<file path="config.mk">
export PLATFORM = sky130hd
export DESIGN_NAME = dds_serial_ctrl_flat
export DESIGN_NICKNAME = d
export VERILOG_FILES = /design/src/rtl/dds_serial_ctrl_if.sv /design/src/rtl/dds_serial_ctrl.sv /design/src/flat_wrapper.sv
export SDC_FILE = /design/constraint.sdc
export NUM_CORES = 1
export LEC_CHECK = 0
export ABC_CLOCK_PERIOD_IN_PS = 3200
export CORE_UTILIZATION = 57
export CTS_CLUSTER_SIZE = 24
export DETAILED_ROUTE_END_ITERATION = 12
export HOLD_SLACK_MARGIN = 0.02
export PLACE_DENSITY = 0.89
export SYNTH_ARGS = -nofsm -noshare
export SYNTH_HDL_FRONTEND = slang
export SYNTH_SLANG_ARGS = --single-unit
</file>
<file path="constraint.sdc">
create_clock -name APB_0_axiclk -period 3.2 [get_ports APB_0_axiclk]
set_input_delay 0.32 -clock APB_0_axiclk [delete_from_list [all_inputs] [get_ports APB_0_axiclk]]
set_output_delay 0.32 -clock APB_0_axiclk [all_outputs]
set_load 0.1 [all_outputs]
</file>
<file path="src/rtl/dds_serial_ctrl_if.sv">
// Command/response and pin bundle between the DDS register block and the serial engine.
// No latency: plain wires grouped for port convenience.
// No backpressure: Busy is the only flow-control signal (Start is ignored while Busy).
// Ports (slave = serial engine view):
//   Start, DataOut[31:0], WR, Send  - command from the register block
//   Busy, DataIn[31:0]              - status and read-back to the register block
//   DDS_SCLK, DDS_CS_n, DDS_SDO, DDS_SDO_OE, DDS_IO_UPDATE - pins driven to the DDS
//   DDS_SDI                         - serial data returned by the DDS
interface dds_serial_ctrl_if;
  logic        Start;
  logic [31:0] DataOut;
  logic        WR;
  logic        Send;
  logic        Busy;
  logic [31:0] DataIn;
  logic        DDS_SCLK;
  logic        DDS_CS_n;
  logic        DDS_SDO;
  logic        DDS_SDO_OE;
  logic        DDS_SDI;
  logic        DDS_IO_UPDATE;

  // Register block plus DDS pad side.
  modport master (
    output Start, DataOut, WR, Send, DDS_SDI,
    input  Busy, DataIn, DDS_SCLK, DDS_CS_n, DDS_SDO, DDS_SDO_OE, DDS_IO_UPDATE
  );

  // Serial engine side.
  modport slave (
    input  Start, DataOut, WR, Send, DDS_SDI,
    output Busy, DataIn, DDS_SCLK, DDS_CS_n, DDS_SDO, DDS_SDO_OE, DDS_IO_UPDATE
  );
endinterface

</file>
<file path="src/rtl/dds_serial_ctrl.sv">
// Serial engine: turns one Start into a 32-bit 3-wire frame (8-bit instruction + 24-bit data) to the DDS.
// Latency: Busy/CS_n assert the cycle after Start; Busy high (2*32+2)*CLK_DIV cycles, +UPD_WIDTH when Send.
// Backpressure: Start is only accepted in IDLE; Start and command changes while Busy are ignored.
// Ports:
//   APB_0_axiclk  - sole clock
//   APB_0_areset  - synchronous active-high reset, aborts any frame at the next edge
//   bus (slave)   - Start/DataOut/WR/Send in, Busy/DataIn out, DDS pin outputs, DDS_SDI in
module dds_serial_ctrl #(
  parameter int CLK_DIV    = 4,  // SCLK half-period in clocks, >= 1
  parameter int INSTR_BITS = 8,  // bits always driven by the master before read turnaround
  parameter int UPD_WIDTH  = 4   // IO_UPDATE pulse width in clocks, >= 1
) (
  input  logic             APB_0_axiclk,
  input  logic             APB_0_areset,
  dds_serial_ctrl_if.slave bus
);

  localparam int            CW       = 16;
  localparam logic [CW-1:0] DIV_LAST = CW'(CLK_DIV - 1);
  localparam logic [CW-1:0] UPD_LAST = CW'(UPD_WIDTH - 1);
  localparam logic [4:0]    TURN_BIT = 5'(INSTR_BITS - 1);

  typedef enum logic [2:0] {IDLE, SETUP, SHIFT_HI, SHIFT_LO, HOLD, UPDATE} state_t;

  state_t        state_q, state_d;
  logic [CW-1:0] cnt_q, cnt_d;     // cycles spent in the current phase
  logic [4:0]    bit_q, bit_d;     // index of the bit currently on the wire (MSB = 0)
  logic [30:0]   tx_q, tx_d;       // bits still to be sent after the one on DDS_SDO
  logic [23:0]   cap_q, cap_d;     // last 24 SDI samples
  logic          wr_q, wr_d;
  logic          send_q, send_d;
  logic          busy_q, busy_d;
  logic          sclk_q, sclk_d;
  logic          csn_q, csn_d;
  logic          sdo_q, sdo_d;
  logic          oe_q, oe_d;
  logic          upd_q, upd_d;
  logic [31:0]   din_q, din_d;

  always_comb begin
    state_d = state_q;
    cnt_d   = cnt_q + CW'(1);
    bit_d   = bit_q;
    tx_d    = tx_q;
    cap_d   = cap_q;
    wr_d    = wr_q;
    send_d  = send_q;
    busy_d  = busy_q;
    sclk_d  = sclk_q;
    csn_d   = csn_q;
    sdo_d   = sdo_q;
    oe_d    = oe_q;
    upd_d   = upd_q;
    din_d   = din_q;

    case (state_q)
      IDLE: begin
        cnt_d = '0;
        if (bus.Start) begin
          state_d = SETUP;
          bit_d   = '0;
          tx_d    = bus.DataOut[30:0];
          wr_d    = bus.WR;
          send_d  = bus.Send;
          busy_d  = 1'b1;
          csn_d   = 1'b0;
          sdo_d   = bus.DataOut[31];
          oe_d    = 1'b1;
        end
      end
      SETUP: begin
        if (cnt_q == DIV_LAST) begin
          state_d = SHIFT_HI;
          cnt_d   = '0;
          sclk_d  = 1'b1;
        end
      end
      SHIFT_HI: begin
        if (cnt_q == DIV_LAST) begin
          state_d = SHIFT_LO;
          cnt_d   = '0;
          sclk_d  = 1'b0;
          // Sample just before the falling edge, giving the DDS the whole high phase to drive SDI.
          cap_d   = {cap_q[22:0], bus.DDS_SDI};
          sdo_d   = tx_q[30];
          tx_d    = {tx_q[29:0], 1'b0};
          // Read frames hand the SDIO pad to the DDS once the instruction has been clocked out.
          if (!wr_q && bit_q == TURN_BIT) begin
            oe_d = 1'b0;
          end
        end
      end
      SHIFT_LO: begin
        if (cnt_q == DIV_LAST) begin
          cnt_d = '0;
          if (bit_q == 5'd31) begin
            state_d = HOLD;
          end else begin
            state_d = SHIFT_HI;
            sclk_d  = 1'b1;
            bit_d   = bit_q + 5'd1;
          end
        end
      end
      HOLD: begin
        if (cnt_q == DIV_LAST) begin
          cnt_d = '0;
          csn_d = 1'b1;
          oe_d  = 1'b0;
          sdo_d = 1'b0;
          if (!wr_q) begin
            din_d = {8'h00, cap_q};
          end
          if (send_q) begin
            state_d = UPDATE;
            upd_d   = 1'b1;
          end else begin
            state_d = IDLE;
            busy_d  = 1'b0;
          end
        end
      end
      UPDATE: begin
        if (cnt_q == UPD_LAST) begin
          state_d = IDLE;
          upd_d   = 1'b0;
          busy_d  = 1'b0;
        end
      end
      default: begin
        state_d = IDLE;
      end
    endcase
  end

  always_ff @(posedge APB_0_axiclk) begin
    if (APB_0_areset) begin
      state_q <= IDLE;
      cnt_q   <= '0;
      bit_q   <= '0;
      tx_q    <= '0;
      cap_q   <= '0;
      wr_q    <= 1'b0;
      send_q  <= 1'b0;
      busy_q  <= 1'b0;
      sclk_q  <= 1'b0;
      csn_q   <= 1'b1;
      sdo_q   <= 1'b0;
      oe_q    <= 1'b0;
      upd_q   <= 1'b0;
      din_q   <= '0;
    end else begin
      state_q <= state_d;
      cnt_q   <= cnt_d;
      bit_q   <= bit_d;
      tx_q    <= tx_d;
      cap_q   <= cap_d;
      wr_q    <= wr_d;
      send_q  <= send_d;
      busy_q  <= busy_d;
      sclk_q  <= sclk_d;
      csn_q   <= csn_d;
      sdo_q   <= sdo_d;
      oe_q    <= oe_d;
      upd_q   <= upd_d;
      din_q   <= din_d;
    end
  end

  assign bus.Busy          = busy_q;
  assign bus.DataIn        = din_q;
  assign bus.DDS_SCLK      = sclk_q;
  assign bus.DDS_CS_n      = csn_q;
  assign bus.DDS_SDO       = sdo_q;
  assign bus.DDS_SDO_OE    = oe_q;
  assign bus.DDS_IO_UPDATE = upd_q;

endmodule

</file>
<file path="src/flat_wrapper.sv">
// flat-port wrapper written by rule: the top's interface ports become plain ports
module dds_serial_ctrl_flat 
#(
  parameter int CLK_DIV    = 4,                                     
  parameter int INSTR_BITS = 8,                                                            
  parameter int UPD_WIDTH  = 4                                           
)
  (APB_0_axiclk, APB_0_areset, bus_Start, bus_DataOut, bus_WR, bus_Send, bus_DDS_SDI, bus_Busy, bus_DataIn, bus_DDS_SCLK, bus_DDS_CS_n, bus_DDS_SDO, bus_DDS_SDO_OE, bus_DDS_IO_UPDATE);
  dds_serial_ctrl_if bus_i ();
  input  logic APB_0_axiclk;
  input  logic APB_0_areset;
  input wire logic [$bits(bus_i.Start)-1:0] bus_Start;
  input wire logic [$bits(bus_i.DataOut)-1:0] bus_DataOut;
  input wire logic [$bits(bus_i.WR)-1:0] bus_WR;
  input wire logic [$bits(bus_i.Send)-1:0] bus_Send;
  input wire logic [$bits(bus_i.DDS_SDI)-1:0] bus_DDS_SDI;
  output wire logic [$bits(bus_i.Busy)-1:0] bus_Busy;
  output wire logic [$bits(bus_i.DataIn)-1:0] bus_DataIn;
  output wire logic [$bits(bus_i.DDS_SCLK)-1:0] bus_DDS_SCLK;
  output wire logic [$bits(bus_i.DDS_CS_n)-1:0] bus_DDS_CS_n;
  output wire logic [$bits(bus_i.DDS_SDO)-1:0] bus_DDS_SDO;
  output wire logic [$bits(bus_i.DDS_SDO_OE)-1:0] bus_DDS_SDO_OE;
  output wire logic [$bits(bus_i.DDS_IO_UPDATE)-1:0] bus_DDS_IO_UPDATE;
  assign bus_i.Start = bus_Start;
  assign bus_i.DataOut = bus_DataOut;
  assign bus_i.WR = bus_WR;
  assign bus_i.Send = bus_Send;
  assign bus_i.DDS_SDI = bus_DDS_SDI;
  assign bus_Busy = bus_i.Busy;
  assign bus_DataIn = bus_i.DataIn;
  assign bus_DDS_SCLK = bus_i.DDS_SCLK;
  assign bus_DDS_CS_n = bus_i.DDS_CS_n;
  assign bus_DDS_SDO = bus_i.DDS_SDO;
  assign bus_DDS_SDO_OE = bus_i.DDS_SDO_OE;
  assign bus_DDS_IO_UPDATE = bus_i.DDS_IO_UPDATE;
  dds_serial_ctrl #(.CLK_DIV(CLK_DIV), .INSTR_BITS(INSTR_BITS), .UPD_WIDTH(UPD_WIDTH)) u_core (.APB_0_axiclk(APB_0_axiclk), .APB_0_areset(APB_0_areset), .bus(bus_i));
endmodule
</file>
==> metrics.txt, run 1 <==
fraction of layout cells with a size suffix above 1=0.0492; PnR Total Power=approximately 2500 uW; die height=92.0 microns; Async SR Flop Fraction=0; postcts setup bufs=0; nets=roughly 630; diode count=0; critical path endpoint category=flop; Root Driver=clkbuf_8; number of setup violations in the final report=0; P per Cell Area=around 460 nW/um^2; first-pass GRT wire length=16.4 mm; largest stage delay on the critical path=0.47 ns; Peak VDD IR=about 0.25 mV; run status=completed; Initial Util=0.595; LEAKAGE=~0.0021 uW; leading area contributor after synthesis=dfxtp_1; fin crit period=around 2.6 ns; via count=3830; FF+latch count, synth=approximately 110; Hold Buf Count CTS=0; CTS tree=yes; Chip Width=92.0 microns; Final ANT Viol Nets=0; CP startpoint kind=flop; Rel. slew slack=0.311; DIE AREA=around 8500 sq um; Synth Area per Inst=roughly 8.6 sq um; Crit Path Category=reg -> reg; synth unique cells=between 40 and 50; CP cell instances=ha_1, nor4b_4, nand4_2, o21ai_4, buf_4, nor2_1, a211oi_1; Syn-to-layout area delta=17.6%; DRT iter0 DRCs=176; Post-Syn Area=approximately 4600 sq um; Period Utilization, post-route=0.797; Required @ worst endpoint=about 3.5 ns; worst hold path class=reg -> reg; Clk pin slew, worst setup/hold paths=approximately 0.090 ns; number of global-route vias before repair=about 3600; Worst path slowest cell=buf_4; Core ar.=between 7000 and 8000 sq um; CTS buffer count=9; routed wire length=between 9 and 10 mm; Avg Vias per Cell=between 5 and 6; number of gates resized after CTS=0; GRT Resource Usage Total=0.238; Synth Flop Type=dfxtp_1; hpwl dp=approximately 6.5 mm; CP max FO=60; CTS H-tree lvls=3; initial antenna violation count=0; achievable frequency=roughly 390 MHz; DR WL/cell=13.8 microns; Final Skew=slightly above 0.009 ns; Synthesis Warnings=0; standard-cell rows=32; setup TNS=0 ns; clock buffer depth=2; Max Cap Viol=0; Post-Syn Instances=540; IO Port Bufs=67; RSZ-0062 raised after global routing=no; # clock sinks=between 100 and 150; number of synthesized flops with an enable pin=0; worst skew pair latency=~0.37 ns; TritonRoute pass-1 iters=5; total grt overflow=0; share of the synthesized area in the top cell type=0.481; Final Hold Violating Endpoints=0; Final Max Tran Viols=0; worst-margin pin slew=slightly above 1 ns; Final Wtd Congestion=about 0.85; ranking of synthesized cells by area=dfxtp_1 48%, nand2_1 9.1%, a21oi_1 6.8%; largest net degree at the start of global routing=61; register area share after synthesis=0.481; drt drc=0; # IOs=76; worst path arrival time=2.82 ns
[path summary, 6_finish.rpt]
kind | from | to | slack, ns | depth (start not counted)
worst max-delay path | u_core.cnt_q[0]$_SDFF_PP0_ | u_core.tx_q[9]$_SDFFE_PP0P_ | 0.65 | 7
worst min-delay path | u_core.bus.DataIn[22]$_SDFFE_PP0P_ | u_core.bus.DataIn[22]$_SDFFE_PP0P_ | 0.46 | 2
worst max register to register | u_core.cnt_q[0]$_SDFF_PP0_ | u_core.tx_q[9]$_SDFFE_PP0P_ | 0.65 | 7
worst min register to register | u_core.bus.DataIn[22]$_SDFFE_PP0P_ | u_core.bus.DataIn[22]$_SDFFE_PP0P_ | 0.46 | 2
[Yosys cell counts (2+ instances only)]
library cell / instances
inv_1: 3
xor2_1: 12
and3_1: 5
nor4_4: 2
nand2b_1: 5
nor3_1: 6
mux2i_1: 31
a21oi_1: 63
nand4_1: 3
nand2_1: 112
and4_1: 5
nor2_1: 55
o21ai_0: 7
a32o_1: 2
buf_4: 10
nor4_1: 2
dfxtp_1: 111
buf_2: 10
a311oi_1: 2
xnor2_1: 2
a211oi_1: 32
nor2b_1: 4
clkbuf_1: 24
ha_1: 3
nand3_1: 13
[logic make-up after synthesis]
group	Yosys count	share of synthesized area
mux	31	0.0672
compound gates	113	0.148
other cells	1	0.000812
xor+xnor	14	0.0265
buf+inv	47	0.0490
simple gates	220	0.219
flops	111	0.481
fa+ha+maj	3	0.00812
[layer usage]
metal	wire length [microns]	GRT usage	up-vias
li1	-	-	1929
met1	4250	0.297	1787
met2	4710	0.407	100
met3	386	0.0473	14
met4	191	0.0872	0
met5	0	0	-
[report_power, final]
group | internal [uW] | total [uW] | switching [uW]
Clock | 276 | 731 | 455
Combinational | 107 | 307 | 200
Sequential | 1430 | 1470 | 37.8
[cell usage in the layout, fill, tap and decap left out, drive strengths merged, types with 2 or more instances in the layout]
cell,instances
a211oi,32
a21oi,63
a311oi,2
a32o,2
and3,5
and4,5
buf,6
clkbuf,9
clkdlybuf4s50,66
clkinvlp,3
conb,8
dfxtp,111
ha,3
inv,4
mux2i,31
nand2,112
nand2b,5
nand3,13
nand4,4
nor2,56
nor2b,4
nor3,7
nor4,5
o21ai,8
xnor2,2
xor2,12
[state kept, by name, summed over array words and instances, names as in the netlist]
signal / count
u_core.cnt_q: 16
u_core.wr_q: 1
u_core.bus.DDS_SDO_OE: 1
u_core.bus.DDS_CS_n: 1
u_core.bit_q: 5
u_core.bus.DDS_IO_UPDATE: 1
u_core.send_q: 1
u_core.bus.DDS_SCLK: 1
u_core.state_q: 3
u_core.cap_q: 24
u_core.bus.Busy: 1
u_core.bus.DDS_SDO: 1
u_core.tx_q: 31
u_core.bus.DataIn: 24
[area by class of cell]
class	count	area (sq um)
inverters	3	11.3
well taps	102	128
clock inverters	5	36.3
flip-flops and latches	111	2220
multi-input cells	389	2210
clock buffers	9	124
fillers	604	2330
repair buffers	72	703
[critical path, delay by kind of cell, from the launching register on]
kind	cells	cell delay (ns)
AOI/OAI and AO/OA	2	0.51
adders and majority gates	1	0.27
buffers and inverters	1	0.47
DFF	1	0.41
and+or+nand+nor	3	0.77
[through the flow]
step / worst slack [ns] / hold WS (ns) / instance area (sq um) / std cells / utilization
6_report: 0.649 / 0.458 / 5430 / 691 / 0.699
5_1_grt: 0.399 / 0.483 / 5430 / 691 / 0.699
4_1_cts: 0.662 / 0.461 / 5430 / 691 / 0.699
3_5_place_dp: 0.663 / 0.447 / 5270 / 677 / 0.679
3_3_place_gp: 0.876 / 0.442 / 5270 / 677 / 0.679
2_1_floorplan: 1.39 / 0.432 / 4650 / 547 / -
No activity file was read; power rests on OpenSTA's default activity.
==> run 2, diff against run 1 <==
--- a/config.mk
+++ b/config.mk
@@ -5,12 +5,12 @@
 export SDC_FILE = /design/constraint.sdc
 export NUM_CORES = 1
 export LEC_CHECK = 0
-export ABC_CLOCK_PERIOD_IN_PS = 3200
-export CORE_UTILIZATION = 57
+export ABC_CLOCK_PERIOD_IN_PS = 2300
+export CORE_UTILIZATION = 48
 export CTS_CLUSTER_SIZE = 24
 export DETAILED_ROUTE_END_ITERATION = 12
 export HOLD_SLACK_MARGIN = 0.02
-export PLACE_DENSITY = 0.89
+export PLACE_DENSITY = 0.8
 export SYNTH_ARGS = -nofsm -noshare
 export SYNTH_HDL_FRONTEND = slang
 export SYNTH_SLANG_ARGS = --single-unit
==> constraint.sdc (replaced) <==
create_clock -name APB_0_axiclk -period 2.3 [get_ports APB_0_axiclk]
set_input_delay 0.23 -clock APB_0_axiclk [delete_from_list [all_inputs] [get_ports APB_0_axiclk]]
set_output_delay 0.23 -clock APB_0_axiclk [all_outputs]
set_load 0.1 [all_outputs]
==> metrics.txt, run 2 (synthesis gave the netlist of run 1 again) <==
Initial Util=0.498 (was 0.595); Core ar.=9280 sq um (was 7770 sq um); Avg Vias per Cell=5.29 (was 5.54); launch point of the worst path=u_core.cnt_q[0]$_SDFF_PP0_ (unchanged); Biggest register=u_core.tx_q (unchanged); Final Max Tran Viols=0 (unchanged); first-pass GRT wire length=16.4 mm (about the same); Clk pin slew, worst setup/hold paths=0.11 ns (was 0.09 ns); RSZ-0062 raised after global routing=no (unchanged); CP max FO=6 (was 60); CP cell instances=ha_1, nor4b_4, nand4_4, o21ai_0, nand2_1, a32o_1 (was ha_1, nor4b_4, nand4_2, o21ai_4, buf_4, nor2_1, a211oi_1); CTS H-tree lvls=3 (unchanged); Final Skew=0.0171 ns (was 0.00930 ns); worst hold path class=in -> reg (was reg -> reg); DR WL/cell=13.2 microns (was 13.8 microns); LEAKAGE=0.00217 uW (was 0.00205 uW); Fillers=848 (was 604); routed wire length=9.58 mm (was 9.54 mm); number of setup violations in the final report=0 (unchanged); commonest non-fill, non-tap cells in the layout=112 x nand2_1, 111 x dfxtp_1, 63 x a21oi_1, 55 x nor2_1, 38 x buf_4 (was 112 x nand2_1, 111 x dfxtp_1, 66 x clkdlybuf4s50_1, 63 x a21oi_1, 55 x nor2_1); critical path endpoint category=flop (unchanged); # clock sinks=111 (unchanged); IO Port Bufs=67 (unchanged); standard-cell rows=35 (was 32); clock buffer depth=2 (unchanged); commonest non-fill, non-tap cell in the layout=nand2_1 (unchanged); Chip Width=100 microns (was 92.0 microns); area of the multi-input gates=2220 sq um (was 2210 sq um); achievable frequency=484 MHz (was 392 MHz); hpwl dp=6.64 mm (was 6.51 mm); DIE AREA=10000 sq um (was 8470 sq um); reg2reg start=u_core.cnt_q[0]$_SDFF_PP0_ (unchanged); fin cells=725 (was 691); worst path arrival time=2.34 ns (was 2.82 ns); TritonRoute pass-1 iters=4 (was 5); Crit path depth=6 (was 7); clock power share=0.321 (was 0.292); Required @ worst endpoint=2.57 ns (was 3.47 ns); drt drc=0 (unchanged); Worst path slowest cell=dfxtp_1 (was buf_4); Final Hold Violating Endpoints=0 (unchanged); die height=100 microns (was 92.0 microns); P_sw=1060 uW (was 693 uW); CTS tree=yes (unchanged); setup TNS=0 ns (unchanged); Crit Path Category=reg -> reg (unchanged); total grt overflow=0 (unchanged); Final Wtd Congestion=0.947 (was 0.852); number of global-route vias before repair=3661 (was 3623); Max Cap Viol=0 (unchanged); via count=3837 (was 3830); # IOs=76 (unchanged); combinational power share=0.122 (was 0.123); largest net degree at the start of global routing=61 (unchanged); CP startpoint kind=flop (unchanged); max reg flops=31 (unchanged); run status=completed (unchanged); Worst R2R Setup Slack=0.23 ns (was 0.65 ns); sequential fraction of design power=0.557 (was 0.586); Worst Hold Launch=bus_Send (was u_core.bus.DataIn[22]$_SDFFE_PP0P_); initial antenna violation count=0 (unchanged); fraction of layout cells with a size suffix above 1=0.111 (was 0.0492); GRT Resource Usage Total=0.202 (was 0.238); Switching Fraction=0.291 (was 0.276); Syn-to-layout area delta=19.3% (was 17.6%); Buf/Inv on CP=0 (was 1); worst reg2reg path depth=6 (was 7); Crit path max-delay family=simple AND/OR/NAND/NOR gates (unchanged); Root Driver=clkbuf_8 (unchanged); Period Utilization, post-route=0.898 (was 0.797); diode count=0 (unchanged); CTS buffer count=9 (unchanged); Cells after DPL=709 (was 677); Worst Hold Depth=3 (was 2); worst-margin pin slew=0.786 ns (was 1.03 ns); nets=632 (was 627); Cell Int Power=2590 uW (was 1810 uW); fin util=0.594 (was 0.699); register area=2220 sq um (unchanged); postcts setup bufs=0 (unchanged); DRT iter0 DRCs=181 (was 176); Peak VDD IR=0.294 mV (was 0.251 mV); worst skew pair latency=0.38 ns (was 0.37 ns); fin crit period=2.07 ns (was 2.55 ns); largest stage delay on the critical path=0.39 ns (was 0.47 ns); Rel. slew slack=0.476 (was 0.311); Final ANT Viol Nets=0 (unchanged); P per Cell Area=664 nW/um^2 (was 462 nW/um^2)
[run 2: worst register-to-register path, delay by kind of cell (launching register included)]
family                   cells  cell delay (ns)
AO/OA/AOI/OAI                2             0.67
adder cells (fa/ha/maj)      1             0.26
flip-flops                   1             0.39
AND/OR/NAND/NOR              3             0.66
[run 2: power groups by stage]
| stage | Sequential [uW] | Clock [uW] | Combinational [uW] |
|---|---|---|---|
| after global placement | 2080 | 0 | 436 |
| after detailed placement | 2080 | 0 | 446 |
| final | 2040 | 1170 | 446 |
| after CTS | 2040 | 1200 | 447 |
| after floorplan | 2130 | 0 | 264 |
| after global routing | 2050 | 1270 | 484 |
[run 2: layer usage]
metal | track usage | routed length [microns] | vias to the layer above
met5 | 0 | 0 | -
met3 | 0.0376 | 472 | 14
met2 | 0.358 | 4630 | 105
met1 | 0.243 | 4330 | 1778
met4 | 0.0803 | 146 | 0
li1 | - | - | 1940
[run 2: per-stage QoR]
stage / total power, uW / area (sq um) / setup slack [ns] / hold slack [ns]
floorplan: 2400 / 4650 / 0.485 / 0.366
global placement: 2510 / 5290 / 0.305 / 0.444
detailed placement: 2530 / 5290 / 0.233 / 0.448
CTS: 3680 / 5500 / 0.227 / 0.401
global route: 3800 / 5510 / 0.0372 / 0.411
finish: 3660 / 5510 / 0.235 / 0.410
[run 2: area by class of cell]
class                           count  share of cell area
Multi-Input combinational cell    389               0.402
Inverter                            3             0.00204
Sequential cell                   111               0.403
Timing Repair Buffer               77               0.125
Clock buffer                        9              0.0225
Clock inverter                      7              0.0154
Tap cell                          129              0.0293
[run 2: final timing paths]
check                                       end
max                u_core.bit_q[4]$_SDFFE_PP0P_
min                  u_core.send_q$_SDFFE_PP0P_
max reg2reg        u_core.bit_q[4]$_SDFFE_PP0P_
min reg2reg  u_core.bus.DataIn[23]$_SDFFE_PP0P_
[run 2: what timing repair did]
item	4_1_cts	5_1_grt
hold buffers	0	0
resized for setup	0	1
endpoints found under the setup margin	0	1
